==> src/rtl/fdiv_seq_if.sv <==
// fdiv_seq_if: start/ready/done request bundle between an issuer and fdiv_seq.
interface fdiv_seq_if #(parameter int EXP = 8, parameter int FRAC = 23);
  localparam int WIDTH = EXP + FRAC + 1;
  logic start;
  logic [WIDTH-1:0] a;
  logic [WIDTH-1:0] b;
  logic [1:0] round_mode;
  logic ready;
  logic done;
  logic [WIDTH-1:0] r;
  logic [4:0] flags;
  modport master (output start, a, b, round_mode, input ready, done, r, flags);
  modport slave (input start, a, b, round_mode, output ready, done, r, flags);
endinterface

==> src/rtl/fdiv_seq.sv <==
// fdiv_seq: multi-cycle restoring radix-2 floating-point divider with four rounding modes.
module fdiv_seq #(parameter int EXP = 8, parameter int FRAC = 23) (
  input logic clk,
  input logic rst_n,
  fdiv_seq_if.slave bus
);
  localparam int WIDTH = EXP + FRAC + 1;
  localparam int BIAS = (1 << (EXP - 1)) - 1;
  localparam int CW = $clog2(FRAC + 4);
  localparam logic [WIDTH-1:0] QNAN = {1'b0, {EXP{1'b1}}, 1'b1, {(FRAC-1){1'b0}}};
  localparam logic [WIDTH-2:0] INF = {{EXP{1'b1}}, {FRAC{1'b0}}};
  localparam logic [WIDTH-2:0] MAXF = {{(EXP-1){1'b1}}, 1'b0, {FRAC{1'b1}}};
  typedef enum logic [1:0] {IDLE, DIV, ROUND, DONE} state_t;
  function automatic int lzc(input logic [FRAC:0] m);
    lzc = FRAC + 1;
    for (int i = 0; i <= FRAC; i++) if (m[i]) lzc = FRAC - i;
  endfunction
  state_t state;
  logic sign, special;
  logic [1:0] mode;
  logic signed [EXP+1:0] exp_r;
  logic [FRAC:0] mb;
  logic [FRAC+1:0] rem;
  logic [FRAC+3:0] q;
  logic [CW-1:0] cnt;
  logic [WIDTH-1:0] sp_r;
  logic [4:0] sp_flags;
  logic sa, sb;
  logic [EXP-1:0] ea, eb;
  logic [FRAC-1:0] fa, fb;
  assign {sa, ea, fa} = bus.a;
  assign {sb, eb, fb} = bus.b;
  logic a_nan, b_nan, a_inf, b_inf, a_zero, b_zero, sp;
  logic [FRAC:0] ma_n, mb_n;
  int la, lb, ea_eff, eb_eff;
  logic [WIDTH-1:0] sp_r_n;
  logic [4:0] sp_f_n;
  always_comb begin
    a_nan = &ea && |fa;
    b_nan = &eb && |fb;
    a_inf = &ea && !(|fa);
    b_inf = &eb && !(|fb);
    a_zero = !(|ea) && !(|fa);
    b_zero = !(|eb) && !(|fb);
    // subnormals are shifted up until the hidden bit is set, trading exponent for it
    la = lzc({|ea, fa});
    lb = lzc({|eb, fb});
    ma_n = {|ea, fa} << la;
    mb_n = {|eb, fb} << lb;
    ea_eff = |ea ? int'(ea) : 1 - la;
    eb_eff = |eb ? int'(eb) : 1 - lb;
    sp = 1'b1;
    sp_r_n = '0;
    sp_f_n = '0;
    if (a_nan || b_nan || (a_zero && b_zero) || (a_inf && b_inf)) begin
      sp_r_n = QNAN;
      sp_f_n = 5'b10000;
    end else if (a_inf) sp_r_n = {sa ^ sb, INF};
    else if (b_zero) begin
      sp_r_n = {sa ^ sb, INF};
      sp_f_n = 5'b01000;
    end else if (b_inf || a_zero) sp_r_n = {sa ^ sb, {(WIDTH-1){1'b0}}};
    else sp = 1'b0;
  end
  logic qb, hi, g, rb, s, inc, carry, ovf, unf, to_inf;
  logic [FRAC:0] mant;
  logic [FRAC+1:0] mant_i;
  logic signed [EXP+1:0] e_n;
  logic [WIDTH-1:0] res;
  logic [4:0] fl;
  always_comb begin
    qb = rem >= {1'b0, mb};
    hi = q[FRAC+3];
    mant = hi ? q[FRAC+3:3] : q[FRAC+2:2];
    g = hi ? q[2] : q[1];
    rb = hi ? q[1] : q[0];
    s = (hi & q[0]) | (|rem);
    inc = mode == 2'b00 ? g & (rb | s | mant[0]) :
          mode == 2'b01 ? 1'b0 :
          mode == 2'b10 ? !sign & (g | rb | s) : sign & (g | rb | s);
    mant_i = {1'b0, mant} + (FRAC+2)'(inc);
    carry = mant_i[FRAC+1];
    e_n = exp_r - (EXP+2)'(!hi) + (EXP+2)'(carry);
    ovf = int'(e_n) >= (1 << EXP) - 1;
    unf = int'(e_n) <= 0;
    to_inf = mode == 2'b00 || (mode == 2'b10 && !sign) || (mode == 2'b11 && sign);
    res = special ? sp_r :
          ovf ? {sign, to_inf ? INF : MAXF} :
          unf ? {sign, {(WIDTH-1){1'b0}}} : {sign, e_n[EXP-1:0], mant_i[FRAC-1:0]};
    fl = special ? sp_flags : {2'b00, ovf, unf, ovf | unf | g | rb | s};
  end
  // specials pass through ROUND so their result lands one edge after accept
  always_ff @(posedge clk) begin
    if (!rst_n) begin
      state <= IDLE;
      bus.ready <= 1'b1;
      bus.done <= 1'b0;
      bus.r <= '0;
      bus.flags <= '0;
      sign <= 1'b0;
      special <= 1'b0;
      mode <= '0;
      exp_r <= '0;
      mb <= '0;
      rem <= '0;
      q <= '0;
      cnt <= '0;
      sp_r <= '0;
      sp_flags <= '0;
    end else begin
      case (state)
        IDLE: if (bus.start) begin
          bus.ready <= 1'b0;
          sign <= sa ^ sb;
          mode <= bus.round_mode;
          special <= sp;
          sp_r <= sp_r_n;
          sp_flags <= sp_f_n;
          mb <= mb_n;
          rem <= {1'b0, ma_n};
          q <= '0;
          cnt <= CW'(FRAC + 3);
          exp_r <= (EXP+2)'(ea_eff - eb_eff + BIAS);
          state <= sp ? ROUND : DIV;
        end
        DIV: begin
          q <= {q[FRAC+2:0], qb};
          rem <= (qb ? rem - {1'b0, mb} : rem) << 1;
          if (cnt == '0) state <= ROUND;
          else cnt <= cnt - 1'b1;
        end
        ROUND: begin
          bus.r <= res;
          bus.flags <= fl;
          bus.done <= 1'b1;
          state <= DONE;
        end
        DONE: begin
          bus.done <= 1'b0;
          bus.ready <= 1'b1;
          state <= IDLE;
        end
      endcase
    end
  end
endmodule

==> src/flat_wrapper.sv <==
// flat-port wrapper written by rule: the top's interface ports become plain ports
module fdiv_seq_flat 
#(parameter int EXP = 8, parameter int FRAC = 23)
  (clk, rst_n, bus_start, bus_a, bus_b, bus_round_mode, bus_ready, bus_done, bus_r, bus_flags);
  fdiv_seq_if #(.EXP(EXP), .FRAC(FRAC)) bus_i ();
  input logic clk;
  input logic rst_n;
  input wire logic [$bits(bus_i.start)-1:0] bus_start;
  input wire logic [$bits(bus_i.a)-1:0] bus_a;
  input wire logic [$bits(bus_i.b)-1:0] bus_b;
  input wire logic [$bits(bus_i.round_mode)-1:0] bus_round_mode;
  output wire logic [$bits(bus_i.ready)-1:0] bus_ready;
  output wire logic [$bits(bus_i.done)-1:0] bus_done;
  output wire logic [$bits(bus_i.r)-1:0] bus_r;
  output wire logic [$bits(bus_i.flags)-1:0] bus_flags;
  assign bus_i.start = bus_start;
  assign bus_i.a = bus_a;
  assign bus_i.b = bus_b;
  assign bus_i.round_mode = bus_round_mode;
  assign bus_ready = bus_i.ready;
  assign bus_done = bus_i.done;
  assign bus_r = bus_i.r;
  assign bus_flags = bus_i.flags;
  fdiv_seq #(.EXP(EXP), .FRAC(FRAC)) u_core (.clk(clk), .rst_n(rst_n), .bus(bus_i));
endmodule
==> config.mk <==
export PLATFORM = sky130hd
export DESIGN_NAME = fdiv_seq_flat
export DESIGN_NICKNAME = d
export VERILOG_FILES = /design/src/rtl/fdiv_seq_if.sv /design/src/rtl/fdiv_seq.sv /design/src/flat_wrapper.sv
export SDC_FILE = /design/constraint.sdc
export NUM_CORES = 1
export LEC_CHECK = 0
export CORE_ASPECT_RATIO = 1.1
export CORE_UTILIZATION = 35
export DETAILED_ROUTE_END_ITERATION = 16
export MAX_ROUTING_LAYER = met4
export PLACE_DENSITY_LB_ADDON = 0.25
export SYNTH_ARGS = -nofsm -noshare
export SYNTH_HDL_FRONTEND = slang
export SYNTH_SLANG_ARGS = --single-unit
==> constraint.sdc <==
create_clock -name clk -period 16.4 [get_ports clk]
set_clock_uncertainty 0.05 [all_clocks]
set_input_delay 4.1 -clock clk [delete_from_list [all_inputs] [get_ports clk]]
set_output_delay 4.1 -clock clk [all_outputs]
set_load 0.03 [all_outputs]
Word-level counts from Yosys, hierarchy flattened
Index checks and enable logic that the tools add are counted.
{"block": "word_totals", "register_bits": 173, "latch_bits": 0, "ramBits": 0, "romBits": 0, "out_inout_bits": 39, "elab_cells": 179, "n_memories": 0}
{"block": "op_classes", "n_addsub": 9, "mul": 0, "div_mod_pow": 0, "order_cmp": 3, "n_eq_ne": 9, "n_shift": 2, "n_mux": 87, "bitwise_logic": 14, "n_reduce_logical": 40}
{"op": "$mux W32", "n": 28}
{"op": "$mux W5", "n": 21}
{"op": "$mux W24", "n": 3}
{"op": "$mux W31", "n": 2}
{"op": "$pmux W27 S2", "n": 1}
{"op": "$pmux W25 S2", "n": 1}
{"op": "$reduce_or A23 Y1", "n": 2}
{"op": "$mux W4", "n": 10}
{"op": "$shl A24 B32 Y24", "n": 1}
{"op": "$mux W27", "n": 1}
{"op": "$add A24 B1 Y25", "n": 1}
{"op": "$ge A25 B24 Y1", "n": 1}
{"op": "$mux W25", "n": 1}
{"op": "$reduce_or A25 Y1", "n": 1}
{"op": "$shl A24 B5 Y24", "n": 1}
{"op": "$sub A24 B24 Y24", "n": 1}
{"op": "$mux W10", "n": 2}
{"op": "$reduce_and A8 Y1", "n": 2}
{"op": "$reduce_or A8 Y1", "n": 2}
{"op": "$add A10 B1 Y10", "n": 1}
{"op": "$add A10 B8 Y10 const B", "n": 1}
{"op": "$ge A10 B9 Y1 const B", "n": 1}
{"op": "$le A10 B1 Y1 const B", "n": 1}
{"op": "$logic_and A1 B1 Y1", "n": 10}
{"op": "other kinds (24)", "n": 68}

Logic depth before layout (Yosys ltp)
Gate-level depths: netlist of the first run.
{"block": "logic_depth", "depth_word": 28, "mapped_depth": 33}

Worst setup path after synthesis of the first run
Ideal clock, no wire load.
{"block": "synth_timing", "kind": "input to register", "from": "input bus_b[28]", "to": "register u_core.exp_r[9]", "setup_time_ps": 86, "arrival_time_ps": 8097, "path_slack_ps": 8168, "cell_stages": 22, "path_buffers": 2, "path_cell_list": "nor4_1 nand2_1 nor2_1 nand2_1 a21oi_1 inv_1 clkbuf_1 clkbuf_1 ha_1 xnor2_1 a21oi_1 ha_1 ha_1 nor2b_1 o21ai_0 nand2b_1 a21oi_1 o21bai_1 a21o_1 a21oi_1 xnor2_1 a211oi_1"}
{"block": "synth_between", "elab_chain_cells": 6}
{"item": "start: declaration", "line": "flat_wrapper.sv:10", "source": "input wire logic [$bits(bus_i.b)-1:0] bus_b;"}
{"item": "$reduce_or A8 Y1", "line": "fdiv_seq.sv:47, fdiv_seq.sv:51"}
{"item": "$mux W5", "line": "fdiv_seq.sv:16", "source": "for (int i = 0; i <= FRAC; i++) if (m[i]) lzc = FRAC - i;"}
{"item": "$sub A1 B5 Y6", "line": "fdiv_seq.sv:51", "source": "eb_eff = |eb ? int'(eb) : 1 - lb;"}
{"item": "$mux W10 *", "line": "fdiv_seq.sv:51"}
{"item": "$sub A10 B10 Y10 *", "line": "fdiv_seq.sv:123", "source": "exp_r <= (EXP+2)'(ea_eff - eb_eff + BIAS);"}
{"item": "$add A10 B8 Y10 *", "line": "fdiv_seq.sv:123"}
{"item": "end signal: assignment", "line": "fdiv_seq.sv:123"}
{"item": "end: declaration", "line": "fdiv_seq.sv:21", "source": "logic signed [EXP+1:0] exp_r;"}
Mark *: on every way between the ends. The rest lies on a longest branch, timed or not.
A chain may end at the register's enable or synchronous reset.

Worst setup path after layout of the first run
{"block": "layout_timing", "from": "input bus_b[27]", "to": "register u_core.exp_r[9]"}
Same word-level chain as after synthesis.

==> metrics, run 1 <==
status=complete, no violations; H-tree depth=4; CP max FO=21; final net count=1,735; Site Rows=69; Final Hold Viols=0; Req. time, crit path=16.70 ns; CORE AREA=0.0325 mm^2; Data arrival, critical path=9.84 ns; post-route ant nets=0; hold crit path type=flop to flop; initial antenna violation count=0; Comb pwr share=0.566; Yosys reg bits=140; vias per inst=5.67; die width=176 um; Synth cell types=98; Placed Cells=2,007; number of enable flip-flop cells after synthesis=0; Hold Buf Count CTS=0; Area growth, synth to finish=16.4%; drt drc=0; Post-Route WL=35,800 um; Pre-antenna DRT Iters=5; Yosys top cell by area=dfxtp_1; final worst setup slack=6.86 ns; share of cells above drive strength 1=0.0651; Syn Nets=1,687; routability cong.=0.901; Area contributors post-synth=dfxtp_1 (24%), mux2i_1 (7.7%), ha_1 (6.8%), a21oi_1 (5.4%), nor2_1 (5.0%); CTS max path bufs=2; Reg power frac=0.238; Final period util=0.582; pre-CTS WS=6.49 ns; wire per inst=17.6 um; Die ar.=0.0341 mm^2; n_diodes=0; initial core utilization=0.358; Overflow after GRT=0; placed inst area=0.0130 mm^2; io pins=108; CP Launch Type=input pin; ys flop type=dfxtp_1; warnings from Yosys=0; CTS tree=done; max-cap violations=0; ys async rst share=0; critical path endpoint category=flop; worst IR drop on VDD=95.8 uV; setup TNS=0 ns; Die Height=193 um; post_cts resized=0; DP HPWL=26,900 um; Final min period=9.54 ns; pwr/cell area=149 mW/mm^2; post-synth top area share=0.240; Syn Area/Cell=7.52 um^2; Total GRT Usage=0.215; vias in the first global route=10,800; Port Buf Inserts=107; clock network power share=0.196; clock buffer count from CTS=17; Max Slew Vio Count=0; Pint=1100 uW; total power=2030 uW; fmax=105 MHz; Sink Count=140; setup bufs post-CTS=0; count leader, synth=nor2_1; CTS root buffer=clkbuf_16; commonest cells in the netlist=nor2_1 (154), nand2_1 (152), dfxtp_1 (140); worst-margin pin slew=1.07 ns; leakage=0.00536 uW; vias=11,600; largest net degree at the start of global routing=80; critical path class=input pin to flop; Switch Pwr=929 uW; Finished Cell Area=0.0136 mm^2; RSZ-0062 raised after global routing=no; slew margin rel.=0.286; 1st-iter DRT viols=791; global-route wire length before repair=57,200 um; Post-Syn Area=0.0117 mm^2; cells after synthesis=1,552; CTS clk-pin slew, worst paths=0.06 ns; Worst-Skew Late Latency=0.44 ns; Final setup viols=0; sequential share of the synthesized area=0.240; Post-Layout Cell Count=2,039; switching share of power=0.459
per-stage QoR:
step | utilization | hold slack [ns]
floorplan | - | 0.375
finish | 0.417 | 0.404
detailed placement | 0.399 | 0.397
global placement | 0.399 | 0.392
global route | 0.417 | 0.429
CTS | 0.417 | 0.405
metal layers:
| metal | GRT usage | up-vias | wire, um |
|---|---|---|---|
| met4 | 0.0738 | 0 | 887 |
| li1 | - | 5763 | - |
| met5 | - | - | 0 |
| met1 | 0.281 | 5447 | 16800 |
| met3 | 0.0224 | 52 | 1400 |
| met2 | 0.342 | 290 | 16700 |
worst paths after layout:
path / startpoint / endpoint / depth (start not counted) / slack [ns]
max reg2reg: u_core.q[26]$_SDFFE_PN0P_ / u_core.bus.r[19]$_SDFFE_PN0P_ / 26 / 9.03
max: bus_b[27] / u_core.exp_r[9]$_SDFFE_PN0P_ / 21 / 6.86
min reg2reg: u_core.exp_r[0]$_SDFFE_PN0P_ / u_core.exp_r[0]$_SDFFE_PN0P_ / 2 / 0.40
min: u_core.exp_r[0]$_SDFFE_PN0P_ / u_core.exp_r[0]$_SDFFE_PN0P_ / 2 / 0.40
cells in the final DEF, fill, tap and decap left out, types with 6 or more instances in the layout:
| cell type | synthesis | final |
|---|---|---|
| o21a_1 | 7 | 7 |
| o21ai_1 | 9 | 6 |
| and3_1 | 11 | 11 |
| a22oi_1 | 41 | 41 |
| nand2b_1 | 13 | 13 |
| ha_1 | 63 | 63 |
| nor2_1 | 154 | 153 |
| nor2b_1 | 21 | 21 |
| a211o_1 | 6 | 6 |
| mux2_2 | 13 | 13 |
| a21oi_1 | 127 | 127 |
| nand4_1 | 11 | 11 |
| a31oi_1 | 22 | 22 |
| a211oi_1 | 31 | 31 |
| inv_1 | 82 | 82 |
| o21bai_1 | 6 | 6 |
| a221o_1 | 12 | 12 |
| nand3_1 | 32 | 32 |
| dfxtp_1 | 140 | 139 |
| a221oi_1 | 9 | 9 |
| o22ai_1 | 9 | 9 |
| nor4_1 | 24 | 24 |
| nand2_1 | 152 | 152 |
| clkbuf_16 | 0 | 17 |
| clkdlybuf4s50_1 | 0 | 107 |
| mux2i_1 | 90 | 90 |
| and2_1 | 16 | 16 |
| o21ai_0 | 113 | 113 |
| nor3_1 | 28 | 28 |
| o31ai_1 | 12 | 12 |
| xnor2_1 | 30 | 30 |
| xor2_1 | 22 | 22 |
| or2_2 | 9 | 9 |
| buf_4 | 2 | 16 |
| a21o_1 | 20 | 20 |
| o211ai_1 | 13 | 13 |
state kept, by name, summed over array words and instances, names as in the netlist:
register	cells
u_core.state	2
u_core.bus.flags	5
u_core.q	27
u_core.exp_r	10
u_core.bus.ready	1
u_core.special	1
u_core.sign	1
u_core.bus.r	32
u_core.bus.done	1
u_core.rem	25
u_core.sp_r	3
u_core.mb	24
u_core.mode	2
u_core.sp_flags	1
u_core.cnt	5
kinds of logic after synthesis:
kind of cell               after synthesis  share of synthesized area
adders and majority gates               66                     0.0727
buffers and inverters                  180                     0.0637
and+or+nand+nor                        506                      0.207
xor gates and xnor gates                52                     0.0390
AOI/OAI and AO/OA                      500                      0.279
DFF                                    140                      0.240
muxes                                  108                     0.0979
power by group through the flow:
stage	registers [uW]	logic, uW	clock network [uW]
detailed placement	488	1130	0
global placement	487	1120	0
CTS	481	1140	402
floorplan	486	835	0
finish	482	1150	397
global route	492	1270	417
cell type report:
cell class	instances	area, um^2
fillers	3354	19000
multi-input cells	1232	8140
flip-flops and latches	140	2800
clock buffers	18	439
well taps	426	533
inverters	86	325
clock inverters	14	158
repair buffers	123	1190
worst max-delay path, cell delays in order:
cell             delay (ns)
clkdlybuf4s50_1        0.46
nor4_1                 0.33
nand2_1                0.24
nor2_1                 0.36
nand2_1                0.16
a21oi_1                0.84
inv_1                  0.66
ha_1                   0.43
xnor2_1                0.18
a21oi_1                0.09
ha_1                   0.31
ha_1                   0.32
nor2b_1                0.14
o21ai_0                0.17
nand2b_1               0.11
a21oi_1                0.16
o21bai_1               0.10
a21o_1                 0.19
a21oi_1                0.18
xnor2_1                0.09
a211oi_1               0.21
No activity file was read; power rests on OpenSTA's default activity.
==> run 2, diff against run 1 <==
- clock period: 16.4 -> 9.9 ns (I/O delays scaled with it)
==> metrics, run 2 (synthesized netlist as in run 1, its figures left out) <==
status=complete, no violations; Overflow after GRT=0; Slowest-stage cell, CP=or4_1; # fillers=3,402; pwr/cell area=248 mW/mm^2; commonest non-fill, non-tap cell in the layout=nor2_1; Area growth, synth to finish=16.7%; most used cell, CP=ha_1; initial core utilization=0.358; share of cells above drive strength 1=0.0650; hold slack=0.405 ns; Final setup viols=0; vias per inst=5.62; setup bufs post-CTS=0; Switch Pwr=1530 uW; Final min period=7.22 ns; CP max FO=52; Biggest register=u_core.bus.r; Pre-antenna DRT Iters=5; CORE AREA=0.0325 mm^2; worst-margin pin slew=0.964 ns; Data arrival, critical path=7.51 ns; CTS tree=done; RSZ-0062 raised after global routing=no; commonest non-fill, non-tap cells in the layout=nor2_1 (153), nand2_1 (152), dfxtp_1 (139); wire per inst=17.5 um; Req. time, crit path=10.19 ns; flop-to-flop setup slack=2.68 ns; leakage=0.00537 uW; Die ar.=0.0341 mm^2; setup TNS=0 ns; max FFs per register=32; vias=11,500; Die Height=193 um; Hold Buf Count CTS=0; vias in the first global route=10,700; Total GRT Usage=0.214; Port Buf Inserts=107; Reg power frac=0.237; Worst-Skew Late Latency=0.43 ns; H-tree depth=4; routability cong.=0.916; Final Hold Viols=0; global-route wire length before repair=57,400 um; Final period util=0.729; Post-Route WL=35,700 um; clock buffer count from CTS=17; CP Launch Type=flop; Largest regs=u_core.bus.r (32), u_core.q (27), u_core.rem (25); CTS max path bufs=2; die width=176 um; DP HPWL=27,000 um; post_cts resized=0; switching share of power=0.454; 1st-iter DRT viols=881; Finished Cell Area=0.0136 mm^2; crit-path max cell delay=0.68 ns; post-route ant nets=0; hold crit path type=flop to flop; clock network power share=0.199; drt drc=0; critical path endpoint category=flop; largest net degree at the start of global routing=80; CTS clk-pin slew, worst paths=0.06 ns; CP delay by family, top=simple AND/OR/NAND/NOR gates; worst IR drop on VDD=176 uV; max-cap violations=0; Max Slew Vio Count=0; Util after Layout=0.418; io pins=108; Comb pwr share=0.564; Sink Count=140; Site Rows=69; CP Buf/Inv Count=3; placed inst area=0.0130 mm^2; n_diodes=0; fmax=139 MHz; CTS root buffer=clkbuf_16; final net count=1,737; critical path class=flop to flop; initial antenna violation count=0; slew margin rel.=0.351; Pint=1840 uW
[run 2: metrics by stage]
step,setup WS [ns],cells,total power (uW)
detailed placement,2.45,2009,2680
finish,2.68,2041,3370
floorplan,3.29,1552,2190
global placement,2.44,2009,2670
global route,1.94,2041,3620
CTS,2.70,2041,3370
[run 2: path summary, 6_finish.rpt]
check	start	end	cells after the start
worst min register to register	u_core.exp_r[0]$_SDFFE_PN0P_	u_core.exp_r[0]$_SDFFE_PN0P_	2
worst max-delay path	u_core.q[26]$_SDFFE_PN0P_	u_core.bus.r[19]$_SDFFE_PN0P_	26
worst min-delay path	u_core.exp_r[0]$_SDFFE_PN0P_	u_core.exp_r[0]$_SDFFE_PN0P_	2
worst max register to register	u_core.q[26]$_SDFFE_PN0P_	u_core.bus.r[19]$_SDFFE_PN0P_	26
[run 2: layout make-up]
class                   instances  area [um^2]  area share
flip-flops and latches        140         2800       0.206
repair buffers                125         1210      0.0886
clock buffers                  20          447      0.0328
multi-input cells            1232         8140       0.598
inverters                      86          325      0.0239
well taps                     426          533      0.0392
clock inverters                12          163      0.0119
[run 2: layer usage]
metal  global-route usage  routed length [um]  up-vias  part of all wire
met5                    -                   0        -                 0
li1                     -                   -     5778                 -
met4               0.0570                 647        0             0.018
met3               0.0238                1390       43             0.039
met2                0.344               16800      289              0.47
met1                0.283               16900     5361              0.47
[run 2: worst register-to-register path, cell delays in order (launching register included)]
cell	delay (ns)
dfxtp_2	0.35
buf_4	0.47
mux2i_1	0.18
and2_1	0.20
o22ai_1	0.17
ha_1	0.19
ha_1	0.18
nand2_1	0.08
or4_1	0.68
or4_1	0.55
nor2_1	0.18
nand4b_1	0.20
nor2_1	0.21
o2111a_1	0.22
ha_1	0.17
inv_1	0.06
fa_1	0.39
nor2b_1	0.13
o21ai_1	0.08
a21boi_0	0.34
o31ai_1	0.14
a21boi_1	0.20
and4b_1	0.27
nor4b_2	0.46
and3_1	0.46
inv_1	0.27
o31ai_1	0.28
[run 2: power groups by stage]
stage / registers, uW / logic (uW) / clock network (uW)
5_1_grt: 815 / 2110 / 704
3_3_place_gp: 808 / 1860 / 0
6_report: 800 / 1900 / 672
2_1_floorplan: 805 / 1380 / 0
4_1_cts: 798 / 1890 / 682
3_5_place_dp: 809 / 1880 / 0
==> variant: new RTL, settings of run 1 <==
`EXP` is set to 8 in 3 places; all go to 7.
--- a/src/rtl/fdiv_seq_if.sv
+++ b/src/rtl/fdiv_seq_if.sv
@@ -1,4 +1,4 @@
 // fdiv_seq_if: start/ready/done request bundle between an issuer and fdiv_seq.
-interface fdiv_seq_if #(parameter int EXP = 8, parameter int FRAC = 23);
+interface fdiv_seq_if #(parameter int EXP = 7, parameter int FRAC = 23);
   localparam int WIDTH = EXP + FRAC + 1;
   logic start;
--- a/src/rtl/fdiv_seq.sv
+++ b/src/rtl/fdiv_seq.sv
@@ -1,4 +1,4 @@
 // fdiv_seq: multi-cycle restoring radix-2 floating-point divider with four rounding modes.
-module fdiv_seq #(parameter int EXP = 8, parameter int FRAC = 23) (
+module fdiv_seq #(parameter int EXP = 7, parameter int FRAC = 23) (
   input logic clk,
   input logic rst_n,
--- a/src/flat_wrapper.sv
+++ b/src/flat_wrapper.sv
@@ -1,5 +1,5 @@
 // flat-port wrapper written by rule: the top's interface ports become plain ports
 module fdiv_seq_flat 
-#(parameter int EXP = 8, parameter int FRAC = 23)
+#(parameter int EXP = 7, parameter int FRAC = 23)
   (clk, rst_n, bus_start, bus_a, bus_b, bus_round_mode, bus_ready, bus_done, bus_r, bus_flags);
   fdiv_seq_if #(.EXP(EXP), .FRAC(FRAC)) bus_i ();
Interface: changed (resized bus_a, bus_b and bus_r); port bits go from 108 to 105. No check against the original RTL was run, so the function may have changed too.
==> variant against run 1 <==
Critical path depth fell by 3. Sequential share of layout area is 0.63 points lower. Final area grew 1.7%. Setup slack better by 0.56 ns. Synthesized cell count up 4.4%. Power grew 0.84%. Sequential cell count down 2. Cell count up 3.1%. Die area is 2.2% higher. Routed wire length rose by 9.9%. Synthesized area is 2.2% higher. Worst hold slack got worse by 0.0018 ns. Highest routed layer unchanged.
==> variant: results <==
group,metric,value,unit
sta,hold_ws,0.402,ns
sta,relSlewSlack,0.350,
worst_hold_path,hp-start,"u_core.bus.r[5]",
synth,synthAdderAreaFrac,0.0680,
detailed_routing,wirelength,39.3,mm
detailed_routing,met1Wirelength,17.3,mm
detailed_routing,via_per_inst,5.85,
critical_path,path_delay_family,"simple AND/OR/NAND/NOR gates",
pwr,netSwitchingPower,0.000955,W
worst_hold_path,hold_path.class,"reg2reg",
critical_path,cpMaxStageDelayCell,"and3_1",
critical_path,crit_start,"bus_b[28]",
place,place_congestion,0.963,
synth,synth-seq-area-share,0.232,
synth,synth_compound_area_frac,0.309,
run_status,status,"completed",
global_route,grt_pass1_vias,11500,
synth,synth_area_leaders,"dfxtp_1, ha_1, a21oi_1, nand2_1, nor2_1",
critical_path,worstPathMaxFanout,23,
detailed_routing,dr.pass1.iters,6,
worst_hold_path,whs_path_depth,2,
detailed_routing,wl_met2,19.3,mm
critical_path,reg2reg_slack,9.28,ns
detailed_routing,top_layer,"met4",
synth,synth_cell_type_count,95,
synth,synth_cells,1620,
detailed_routing,wire_per_inst,18.7,µm
critical_path,r2r-end,"u_core.bus.r[21]",
layout,largestRegisters,"u_core.bus.r: 31 flops, u_core.q: 27 flops, u_core.rem: 25 flops",
global_route,grt_use_total,0.235,
synth,async_flop_share,0,
place,dpl.cell_count,2071,
global_route,grtUsageMet3,0.0239,
detailed_routing,wl_met3,1.52,mm
global_route,met2_usage,0.388,
global_route,use_met1,0.294,
synth,synthXorXnorAreaFrac,0.0316,
critical_path,reg2reg_depth,24,
global_route,grt_max_degree,63,
critical_path,slowest_delay,0.79,ns
place,port_buffers,104,
layout,largest_reg_flops,31,
synth,synth_fp_nets,1750,
layout,fillers,3500,
layout,layout-drive-gt1-share,0.0736,
layout,diodes,0,
pwr,ir_worst_vdd,0.0840,mV
pwr,leakagePower,5.12,nW
critical_path,cp-endpoint,"u_core.exp_r[8]",
place,post-dp-hpwl,30.1,mm
synth,synth_common_cells,"nand2_1, nor2_1, a21oi_1",
critical_path,critPathArrivalTime,9.29,ns
global_route,grt_pass1_wl,63.2,mm
-- variant: power by group through the flow --
stage	registers [W]	clock network, W	logic [W]
final	0.000482	0.000389	0.00117
after floorplan	0.000482	0	0.000845
after global placement	0.000486	0	0.00116
after global routing	0.000490	0.000410	0.00130
after detailed placement	0.000488	0	0.00116
after CTS	0.000481	0.000396	0.00117
-- variant: metrics by stage --
stage | total power, W | area [µm²] | setup slack, ns
2_1_floorplan | 0.00133 | 11900 | 8.16
3_3_place_gp | 0.00164 | 13200 | 7.08
3_5_place_dp | 0.00165 | 13200 | 7.02
4_1_cts | 0.00204 | 13800 | 7.42
5_1_grt | 0.00220 | 13800 | 7.04
6_report | 0.00204 | 13800 | 7.41
-- variant: area by class of cell --
class	instances	share of cell area
multi-input combinational	1295	0.609
sequential	138	0.200
timing repair buffer	123	0.0857
tap	432	0.0391
clock buffer	18	0.0318
inverter	83	0.0226
clock inverter	14	0.0114
